===== config.mk =====
export PLATFORM = sky130hd
export DESIGN_NAME = seg_scan_driver
export DESIGN_NICKNAME = d
export VERILOG_FILES = /design/src/rtl/seg_scan_driver_pkg.sv /design/src/rtl/seg_scan_driver_bcd7_decode.sv /design/src/rtl/seg_scan_driver.sv
export SDC_FILE = /design/constraint.sdc
export NUM_CORES = 1
export LEC_CHECK = 0
export CAP_MARGIN = 30
export CORE_MARGIN = 5
export CORE_UTILIZATION = 57
export DETAILED_ROUTE_END_ITERATION = 10
export HOLD_SLACK_MARGIN = 0.03
export PLACE_DENSITY = 0.84
export SYNTH_ARGS = -nofsm -noshare
export SYNTH_HDL_FRONTEND = slang
export SYNTH_SLANG_ARGS = --single-unit

===== constraint.sdc =====
create_clock -name clk -period 4.9 [get_ports clk]
set_input_delay 0.98 -clock clk [delete_from_list [all_inputs] [get_ports clk]]
set_output_delay 0.98 -clock clk [all_outputs]
set_load 0.005 [all_outputs]

===== src/rtl/seg_scan_driver_pkg.sv =====
// Shared display constants for the clock display path.
// The segment patterns here are active-high, with bit0 = a through bit6 = g.
package seg_scan_driver_pkg;

    localparam int         NUM_DIGITS = 6;
    localparam logic [3:0] BLANK_CODE = 4'hF;

    localparam logic [6:0] SEG_0    = 7'h3F;
    localparam logic [6:0] SEG_1    = 7'h06;
    localparam logic [6:0] SEG_2    = 7'h5B;
    localparam logic [6:0] SEG_3    = 7'h4F;
    localparam logic [6:0] SEG_4    = 7'h66;
    localparam logic [6:0] SEG_5    = 7'h6D;
    localparam logic [6:0] SEG_6    = 7'h7D;
    localparam logic [6:0] SEG_7    = 7'h07;
    localparam logic [6:0] SEG_8    = 7'h7F;
    localparam logic [6:0] SEG_9    = 7'h6F;
    localparam logic [6:0] SEG_DASH = 7'h40;
    localparam logic [6:0] SEG_OFF  = 7'h00;

endpackage


===== src/rtl/seg_scan_driver_bcd7_decode.sv =====
// Combinational BCD code to 7-segment pattern (active-high).
// Codes A-E render as a dash; BLANK_CODE renders dark so it can be used for blinking.
module bcd7_decode
    import seg_scan_driver_pkg::*;
(
    input  logic [3:0] code,
    output logic [6:0] pattern
);

    always_comb begin
        pattern = SEG_DASH;
        case (code)
            4'd0:       pattern = SEG_0;
            4'd1:       pattern = SEG_1;
            4'd2:       pattern = SEG_2;
            4'd3:       pattern = SEG_3;
            4'd4:       pattern = SEG_4;
            4'd5:       pattern = SEG_5;
            4'd6:       pattern = SEG_6;
            4'd7:       pattern = SEG_7;
            4'd8:       pattern = SEG_8;
            4'd9:       pattern = SEG_9;
            BLANK_CODE: pattern = SEG_OFF;
            default:    pattern = SEG_DASH;
        endcase
    end

endmodule


===== src/rtl/seg_scan_driver.sv =====
// Six-digit multiplexed 7-segment scanner with per-slot blanking guard.
// Digit data is snapshotted once per frame so a rollover never tears the display.
module seg_scan_driver
    import seg_scan_driver_pkg::*;
#(
    parameter int SCAN_DIV     = 1000,
    parameter int BLANK_CYCLES = 50,
    parameter bit SEG_ACT_LOW  = 1'b1,
    parameter bit COM_ACT_LOW  = 1'b1
) (
    input  logic       clk,
    input  logic       rst_n,
    input  logic [3:0] digit0,
    input  logic [3:0] digit1,
    input  logic [3:0] digit2,
    input  logic [3:0] digit3,
    input  logic [3:0] digit4,
    input  logic [3:0] digit5,
    input  logic [1:0] ampm,
    input  logic       colon_on,
    output logic [6:0] seg,
    output logic       dp,
    output logic [5:0] com,
    output logic       frame_tk
);

    if (SCAN_DIV < 2) begin : g_bad_scan_div
        $error("seg_scan_driver: SCAN_DIV must be >= 2");
    end
    if (BLANK_CYCLES >= SCAN_DIV) begin : g_bad_blank
        $error("seg_scan_driver: BLANK_CYCLES must be < SCAN_DIV");
    end

    localparam int            PW         = (SCAN_DIV > 1) ? $clog2(SCAN_DIV) : 1;
    localparam logic [PW-1:0] PRESC_LAST = PW'(SCAN_DIV - 1);
    localparam logic [PW-1:0] BLANK_LIM  = PW'(BLANK_CYCLES);
    localparam logic [6:0]    SEG_INV    = {7{SEG_ACT_LOW}};
    localparam logic [5:0]    COM_INV    = {6{COM_ACT_LOW}};
    localparam int            SW         = NUM_DIGITS * 4;

    logic [PW-1:0] presc_q, presc_d;
    logic [2:0]    idx_q, idx_d;
    logic [SW-1:0] snap_q, snap_d;
    logic          pm_q, pm_d;
    logic          colon_q, colon_d;
    logic          first_q, first_d;
    logic [6:0]    seg_q, seg_d;
    logic          dp_q, dp_d;
    logic [5:0]    com_q, com_d;
    logic          frame_tk_q, frame_tk_d;

    logic          wrap;
    logic          snap_en;
    logic          blank;
    logic          dp_lit;
    logic [3:0]    cur_code;
    logic [6:0]    cur_pat;
    logic          unused_ampm;

    assign unused_ampm = ampm[1];

    bcd7_decode u_decode (
        .code    (cur_code),
        .pattern (cur_pat)
    );

    always_comb begin
        wrap    = (presc_q == PRESC_LAST);
        snap_en = first_q | (wrap & (idx_q == 3'd5));
        blank   = (presc_q < BLANK_LIM);

        presc_d = wrap ? '0 : presc_q + 1'b1;
        idx_d   = idx_q;
        if (wrap) begin
            idx_d = (idx_q == 3'd5) ? 3'd0 : idx_q + 3'd1;
        end

        snap_d  = snap_q;
        pm_d    = pm_q;
        colon_d = colon_q;
        first_d = 1'b0;
        if (snap_en) begin
            snap_d  = {digit5, digit4, digit3, digit2, digit1, digit0};
            pm_d    = ampm[0];
            colon_d = colon_on;
        end

        case (idx_q)
            3'd0:    cur_code = snap_q[3:0];
            3'd1:    cur_code = snap_q[7:4];
            3'd2:    cur_code = snap_q[11:8];
            3'd3:    cur_code = snap_q[15:12];
            3'd4:    cur_code = snap_q[19:16];
            3'd5:    cur_code = snap_q[23:20];
            default: cur_code = BLANK_CODE;
        endcase

        dp_lit = (((idx_q == 3'd2) || (idx_q == 3'd4)) && colon_q) ||
                 ((idx_q == 3'd5) && pm_q);

        // Output registers reflect the current slot state, so they lag it by one cycle.
        if (blank) begin
            com_d = 6'b000000 ^ COM_INV;
            seg_d = SEG_OFF ^ SEG_INV;
            dp_d  = SEG_ACT_LOW;
        end else begin
            com_d = (6'b000001 << idx_q) ^ COM_INV;
            seg_d = cur_pat ^ SEG_INV;
            dp_d  = dp_lit ^ SEG_ACT_LOW;
        end
        frame_tk_d = snap_en;
    end

    always_ff @(posedge clk or negedge rst_n) begin
        if (!rst_n) begin
            presc_q    <= '0;
            idx_q      <= 3'd0;
            snap_q     <= {NUM_DIGITS{BLANK_CODE}};
            pm_q       <= 1'b0;
            colon_q    <= 1'b0;
            first_q    <= 1'b1;
            seg_q      <= SEG_OFF ^ SEG_INV;
            dp_q       <= SEG_ACT_LOW;
            com_q      <= COM_INV;
            frame_tk_q <= 1'b0;
        end else begin
            presc_q    <= presc_d;
            idx_q      <= idx_d;
            snap_q     <= snap_d;
            pm_q       <= pm_d;
            colon_q    <= colon_d;
            first_q    <= first_d;
            seg_q      <= seg_d;
            dp_q       <= dp_d;
            com_q      <= com_d;
            frame_tk_q <= frame_tk_d;
        end
    end

    assign seg      = seg_q;
    assign dp       = dp_q;
    assign com      = com_q;
    assign frame_tk = frame_tk_q;

endmodule

; Yosys cells after proc, flatten, opt, wreduce, memory -nomap -nowiden
; Memories as Yosys holds them, arrays and structs flattened.
; Index checks and enable logic that the tools add are counted.
; W data, S select, Z words.
[word_totals]
input_bits = 29
out_inout_bits = 15
wordCells = 37
romBits = 112
register_bits = 55
memories = 1
[mem_list]
columns = memory, depth, width, rd, rd_clocked_by_memory_dff, write_ports, line_no
row1 = (no name shown), 16, 7, 1, 0, 0, seg_scan_driver_bcd7_decode.sv:12  ; case (code)
[classes]
reduce_logical = 5
n_eq_ne = 6
bitwise = 5
addsub = 2
mux = 6
shifts = 1
order_cmp = 1
[op_table]
columns = op, n
row1 = $pmux W4 S6, 1
row2 = $add A10 B1 Y10 const B, 1
row3 = $eq A10 B10 Y1 const B, 1
row4 = $lt A10 B6 Y1 const B, 1
row5 = $mux W10, 1
row6 = $mux W7, 1
row7 = $not A7 Y7, 1
row8 = $eq A3 B2 Y1 const B, 2
row9 = $eq A3 B3 Y1 const B, 2
row10 = $mux W6, 1
row11 = $not A6 Y6, 1
row12 = $shl A1 B3 Y6 const A, 1
row13 = $add A3 B1 Y3 const B, 1
row14 = $eq A3 B1 Y1 const B, 1
row15 = $logic_not A3 Y1, 1
row16 = $mux W3, 1
row17 = $logic_and A1 B1 Y1, 2
row18 = $logic_or A1 B1 Y1, 2
row19 = $and A1 B1 Y1, 1
row20 = $mux W1, 1
row21 = $not A1 Y1, 1
row22 = $or A1 B1 Y1, 1

; Depth between registers and ports, before layout
; Gate-level depths: netlist of run 1.
[depth]
depth_word = 6
mapped_depth = 13
depth_no_buf = 11

; Hierarchy
; A second synthesis of run 1 with hierarchy kept.
[hier_totals]
cells_unflattened = 219
hier_area_um2 = 2671.3
[modules_own_cells]
columns = module, area_per_inst_um2, cells_per_inst, instances
row1 = seg_scan_driver, 2448.6, 190, 1
row2 = bcd7_decode, 222.7, 29, 1

; Worst setup path before layout of run 1
; No wires, ideal clock.
[synth_timing]
kind = reg-to-reg
start = register idx_q[0]
end = register seg_q[4], in the netlist seg[4]
path_stages_with_launch = 13
path_buffers = 2
required_time_ns = 4.823
slack_ns = 2.304
arrival_ns = 2.519
cell_sequence = dfrtp_1 -> buf_2 -> buf_2 -> and2_1 -> ha_1 -> nor2b_1 -> a222oi_1 -> o31ai_1 -> inv_1 -> ha_1 -> and4_1 -> mux2_2 -> a31oi_1
[synth_between]
elab_chain_len = 5
[synth_rtl]
columns = element, line_no
row1 = from (decl), seg_scan_driver.sv:42  ; logic [2:0] idx_q, idx_d;
row2 = from (signal assigned), seg_scan_driver.sv:128  ; idx_q <= idx_d;
row3 = "$eq A3 B3 Y1, or another cell as far along", seg_scan_driver.sv:88  ; case (idx_q)
row4 = $pmux W4 S6 *, seg_scan_driver.sv:88
row5 = $mem_v2 Z16 W7 *, n/a
row6 = $not A7 Y7 (no line) *, n/a
row7 = $mux W7 *, seg_scan_driver.sv:102  ; if (blank) begin
row8 = named net seg_d[4], seg_scan_driver.sv:47  ; logic [6:0] seg_q, seg_d;
row9 = to (signal assigned), seg_scan_driver.sv:122  ; seg_q <= SEG_OFF ^ SEG_INV;
row10 = to (signal assigned), seg_scan_driver.sv:133  ; seg_q <= seg_d;
row11 = to (decl), seg_scan_driver.sv:47
; The timed path passes the listed nets; every way through them passes the cells marked *.
; A chain may end at the register's enable or synchronous reset.

; Worst setup path in the final report of run 1
; Ends and elaborated chain as after synthesis.

==> out/qor.yml, run 1 <==
timing:
  setup_tns_ns: 0
  min_period_ns: 3.02
  fmax_mhz: 331
  finalCritPeriodShare: 0.616
  worstMarginPinSlew_ns: 0.727
  finalSetupViolations: 0
  slew_headroom: 0.515
  rsz0062_at_grt: "no"
  finalHoldViolations: 0
  holdWs_ns: 0.488
  maxSlewViolCount: 0
  clock_skew_ns: 0.00730
yosys:
  synth_top_flop_cell: "dfstp_2"
  synth_fp_nets: 248
  syn_inst: 212
  synth_top_area_frac: 0.376
  synth_seq_cells: 55
  ys.warnings.count: 0
  yosys.area.top_type: "dfstp_2"
  async_reset_ff_frac: 1.00
  synth_cell_types: 57
  yosys-top-cells-area: "dfstp_2 38%, dfrtp_1 15%, mux2_4 11%"
  syn_avg_cell_area_um2: 12.9
  synth_edf_count: 0
  ys_seq_area_frac: 0.523
  synth_area_um2: 2730
critical_path:
  cpMaxStageDelayCell: "dfrtp_1"
  cp.arrival_ns: 3.24
  crit_path_start: "idx_q[0]"
  rr_startpoint: "idx_q[0]"
  path_class: "reg2reg"
  cp-end-kind: "flop"
  crit_chain: "and2_1 -> ha_1 -> nor2b_1 -> a222oi_1 -> o31ai_1 -> inv_1 -> ha_1 -> inv_1 -> a211oi_1 -> mux2_2 -> a31oi_1"
  crit_cells: 11
  regToRegSetupSlack_ns: 1.88
  critPathBufInv: 2
  critical_path.endpoint: "seg[4]"
  crit_fanout: 20
  cp-start-kind: "flop"
  critPathMaxStageDelay_ns: 0.66
  required_ns: 5.12
  timing.rr.end: "seg[4]"
  r2r_cells: 11
  cpLargestDelayFamily: "flip-flops"
drt:
  routedWlPerCell_um: 16.2
  drc: 0
  via_per_inst: 5.62
  wirelength_um: 4990
  dr.first_iter.drc_count: 103
  drt_first_pass_iters: 4
  num_vias: 1730
  detail-route-antenna-nets: 0
finish:
  area_growth_pct: 20.2
  fin_nets: 289
  instances_no_fill: 308
  drive_gt1_frac: 0.331
  fin_util: 0.698
  diodes: 0
floorplan:
  start_util: 0.581
  io_pins: 44
  fp.dieArea_um2: 6260
  core_um2: 4690
  die_w_um: 79.1
  row_count: 25
  die_h_um: 79.1
clock_network:
  root_buffer: "clkbuf_8"
  cts_tree: "done"
  post_cts_buffers: 0
  cts.repair.resized: 0
  clock_path_buffers: 2
  path_clk_slew_ns: 0.09
  numCtsBuffers: 5
  clock_latency_ns: 0.29
  h-tree-depth: 2
  clock-sinks: 55
  ctsHoldBuffers: 0
power:
  pwr_density_cell_nw_per_um2: 268
  p_leak_nw: 1.37
  peakVddDrop_mv: 0.137
  fin_total_pwr_mw: 0.877
placed_design:
  place_congestion: 0.811
  port-buffer-count: 42
  placed_cells: 300
  detailed_place_hpwl_um: 3490
global_routing:
  grt_first_pass_wirelength_um: 8380
  grt_overflow_total: 0
  grt_pass1_vias: 1723
  antenna_found_initial: 0
  grt_max_degree: 56
  track_usage: 0.170
flow_run:
  maxCapViolCount: 0
status:
  status: "complete, no violations"
hold_path:
  hold_class: "reg2reg"
[per-stage QoR]
step	worst slack [ns]	cell area (um2)
floorplan	2.30	2730
global placement	2.01	3160
detailed placement	1.94	3180
CTS	1.90	3280
global route	1.70	3280
finish	1.88	3280
[cell usage after synthesis, types with 4 or more instances]
library cell,number
dfstp_2,39
mux2_4,20
nand2_1,12
mux2_1,6
nor2b_1,6
nand3_1,4
nor2_1,14
xnor2_1,4
ha_1,7
dfrtp_1,16
mux2_2,6
buf_2,5
inv_1,6
[power by group]
part           leakage, nW  switching (mW)  internal (mW)  total [mW]
clock               0.0515           0.136          0.129       0.265
sequential           0.612          0.0129          0.492       0.505
combinational        0.710          0.0435         0.0631       0.107
total                 1.37           0.192          0.685       0.877
[sequential cells by signal (all words and copies together), names as in the netlist]
signal and flops:
colon_q 1, com 6, dp 1, first_q 1
frame_tk 1, idx_q 3, pm_q 1, presc_q 10
seg 7, snap_q 24
[worst reg2reg max path, stage by stage, from the launching register on]
cell      delay (ns)
dfrtp_1         0.66
and2_1          0.30
ha_1            0.25
nor2b_1         0.34
a222oi_1        0.15
o31ai_1         0.22
inv_1           0.18
ha_1            0.24
inv_1           0.09
a211oi_1        0.06
mux2_2          0.30
a31oi_1         0.15
[cell usage in the layout, fill, tap and decap left out, types with 4 or more instances in the layout]
cell type	instances
ha_1	7
mux2_1	6
nand3_1	4
clkbuf_8	7
nor2_1	14
clkdlybuf4s50_1	41
nand2_1	12
nor2b_1	6
xnor2_1	4
dfrtp_1	16
inv_1	6
mux2_4	20
mux2_2	6
dfstp_2	39
[cell families after synthesis]
kind of cell             Yosys count  synth area share
flip-flops                        55             0.523
AND/OR/NAND/NOR                   58             0.121
AO/OA/AOI/OAI                     33             0.102
XOR/XNOR                           7            0.0225
adder cells (fa/ha/maj)            7            0.0321
other                              1           0.00138
buffers and inverters             18            0.0340
multiplexers                      33             0.163
[worst min-delay path by stage]
stage | start | to | slack [ns] | cells past startpoint
floorplan | presc_q[0] | presc_q[0] | 0.44 | 1
global placement | presc_q[0] | presc_q[0] | 0.47 | 1
finish | presc_q[0] | presc_q[0] | 0.49 | 1
CTS | presc_q[0] | presc_q[0] | 0.49 | 1
detailed placement | presc_q[0] | presc_q[0] | 0.48 | 1
global route | presc_q[0] | presc_q[0] | 0.54 | 1
[per-layer routing]
layer	track usage	up-vias	wire length (um)
li1	-	849	-
met1	0.223	843	2250
met2	0.295	36	2520
met3	0.0272	2	178
met4	0.0412	0	37
met5	0	-	0
[layout make-up]
class / instances / area (um2)
Clock buffer: 8 / 100
Inverter: 7 / 26.3
Fill cell: 333 / 1420
Timing Repair Buffer: 45 / 450
Sequential cell: 55 / 1430
Tap cell: 54 / 67.6
Multi-Input combinational cell: 139 / 1210
Power figures use the tool's default switching activity.
==> inputs of run 2 (changes only) <==
--- a/config.mk
+++ b/config.mk
@@ -7,10 +7,10 @@
 export LEC_CHECK = 0
 export CAP_MARGIN = 30
 export CORE_MARGIN = 5
-export CORE_UTILIZATION = 57
+export CORE_UTILIZATION = 53
 export DETAILED_ROUTE_END_ITERATION = 10
 export HOLD_SLACK_MARGIN = 0.03
-export PLACE_DENSITY = 0.84
+export PLACE_DENSITY = 0.79
 export SYNTH_ARGS = -nofsm -noshare
 export SYNTH_HDL_FRONTEND = slang
 export SYNTH_SLANG_ARGS = --single-unit
==> constraint.sdc (replaced) <==
create_clock -name clk -period 2.8 [get_ports clk]
set_input_delay 0.56 -clock clk [delete_from_list [all_inputs] [get_ports clk]]
set_output_delay 0.56 -clock clk [all_outputs]
set_load 0.005 [all_outputs]
==> out/qor.yml, run 2 (synthesis gave the netlist of run 1 again) <==
status:
  status: "complete, no violations"
drt:
  dr.first_iter.drc_count: 101
  routedWlPerCell_um: 15.5
  via_per_inst: 5.33
  detail-route-antenna-nets: 0
  num_vias: 1764
  drc: 0
  drt_first_pass_iters: 4
  wirelength_um: 5140
finish:
  regMostFlops: "snap_q"
  seqCellArea_um2: 1430
  area_growth_pct: 22.2
  layout_common_cells: "41 x clkdlybuf4s50_1, 39 x dfstp_2, 20 x mux2_4"
  fin_util: 0.661
  drive_gt1_frac: 0.345
  multi_input_area_um2: 1210
  fin_nets: 296
  fillers: 393
  diodes: 0
  mostFrequentLayoutCell: "clkdlybuf4s50_1"
  final_cell_area_um2: 3330
  largest_reg_flops: 24
critical_path:
  path_class: "reg2reg"
  cp.arrival_ns: 2.72
  cp-end-kind: "flop"
  cp-start-kind: "flop"
  required_ns: 3.03
  crit_fanout: 5
timing:
  worstMarginPinSlew_ns: 0.659
  maxSlewViolCount: 0
  rsz0062_at_grt: "no"
  setup_tns_ns: 0
  finalSetupViolations: 0
  min_period_ns: 2.48
  clock_skew_ns: 0.00907
  finalHoldViolations: 0
  slew_headroom: 0.561
  finalCritPeriodShare: 0.887
  fmax_mhz: 402
floorplan:
  start_util: 0.540
  die_w_um: 81.7
  die_h_um: 81.7
  io_pins: 44
  fp.dieArea_um2: 6680
  core_um2: 5040
  row_count: 26
placed_design:
  place_area_um2: 3250
  detailed_place_hpwl_um: 3500
  place_congestion: 0.827
  port-buffer-count: 42
global_routing:
  grt_pass1_vias: 1812
  track_usage: 0.169
  grt_first_pass_wirelength_um: 8600
  antenna_found_initial: 0
  grt_max_degree: 56
  grt_overflow_total: 0
power:
  fin_total_pwr_mw: 1.49
  cellInternalPower_mw: 1.15
  pwr-share-comb: 0.126
  p_sw_frac: 0.228
  switchingPower_mw: 0.340
  peakVddDrop_mv: 0.278
  pwr_density_cell_nw_per_um2: 447
  p_leak_nw: 1.40
  power_frac_seq: 0.593
  p_clk_frac: 0.281
clock_network:
  root_buffer: "clkbuf_8"
  cts.repair.resized: 0
  clock_path_buffers: 2
  ctsHoldBuffers: 0
  h-tree-depth: 2
  clock_latency_ns: 0.31
  numCtsBuffers: 5
  clock-sinks: 55
  cts_tree: "done"
  path_clk_slew_ns: 0.09
  post_cts_buffers: 0
flow_run:
  maxCapViolCount: 0
hold_path:
  hold_class: "in2async"
## run 2: per-layer routing
metal | up-vias | share of wire | global-route usage | wire [um]
li1 | 856 | - | - | -
met2 | 47 | 0.49 | 0.281 | 2510
met3 | 7 | 0.053 | 0.0406 | 271
met5 | - | 0 | 0 | 0
met4 | 0 | 0.012 | 0.0532 | 62
met1 | 854 | 0.45 | 0.219 | 2290
## run 2: critical path, stage by stage, from the launching register on
cell	delay, ns
dfrtp_1	0.38
and2_1	0.16
ha_1	0.19
nor2b_1	0.34
a222oi_1	0.18
o31ai_1	0.20
inv_1	0.18
ha_1	0.23
and4_1	0.16
mux2_2	0.26
a31oi_1	0.14
## run 2: final timing paths
kind / from / end / slack (ns) / depth (start not counted)
worst max-delay path: idx_q[0] / seg[4] / 0.32 / 10
worst min-delay path: rst_n / colon_q / 0.37 / 2
worst max register to register: idx_q[0] / seg[4] / 0.32 / 10
worst min register to register: presc_q[0] / presc_q[0] / 0.48 / 1
max in group asynchronous: rst_n / presc_q[4] / 2.00 / 2
min in group clk: presc_q[0] / presc_q[0] / 0.48 / 1
## run 2: metrics by stage
step | hold WS (ns) | instances | worst slack, ns
2_1_floorplan | 0.264 | 212 | 0.204
3_5_place_dp | 0.476 | 323 | 0.372
4_1_cts | 0.379 | 331 | 0.310
3_3_place_gp | 0.464 | 323 | 0.444
6_report | 0.369 | 331 | 0.315
5_1_grt | 0.428 | 331 | 0.0816
## run 2: final cells by class
class,count,share of cell area
inverter,7,0.00789
clock inverter,1,0.00150
tap,70,0.0263
timing repair buffer,52,0.151
multi-input combinational,139,0.363
clock buffer,7,0.0229
sequential,55,0.428
## run 2: power by group through the flow
| stage | clock network (mW) | logic [mW] | registers, mW |
|---|---|---|---|
| 2_1_floorplan | 0 | 0.113 | 0.888 |
| 3_3_place_gp | 0 | 0.185 | 0.895 |
| 6_report | 0.418 | 0.188 | 0.884 |
| 4_1_cts | 0.435 | 0.190 | 0.884 |
| 3_5_place_dp | 0 | 0.189 | 0.897 |
| 5_1_grt | 0.463 | 0.206 | 0.889 |
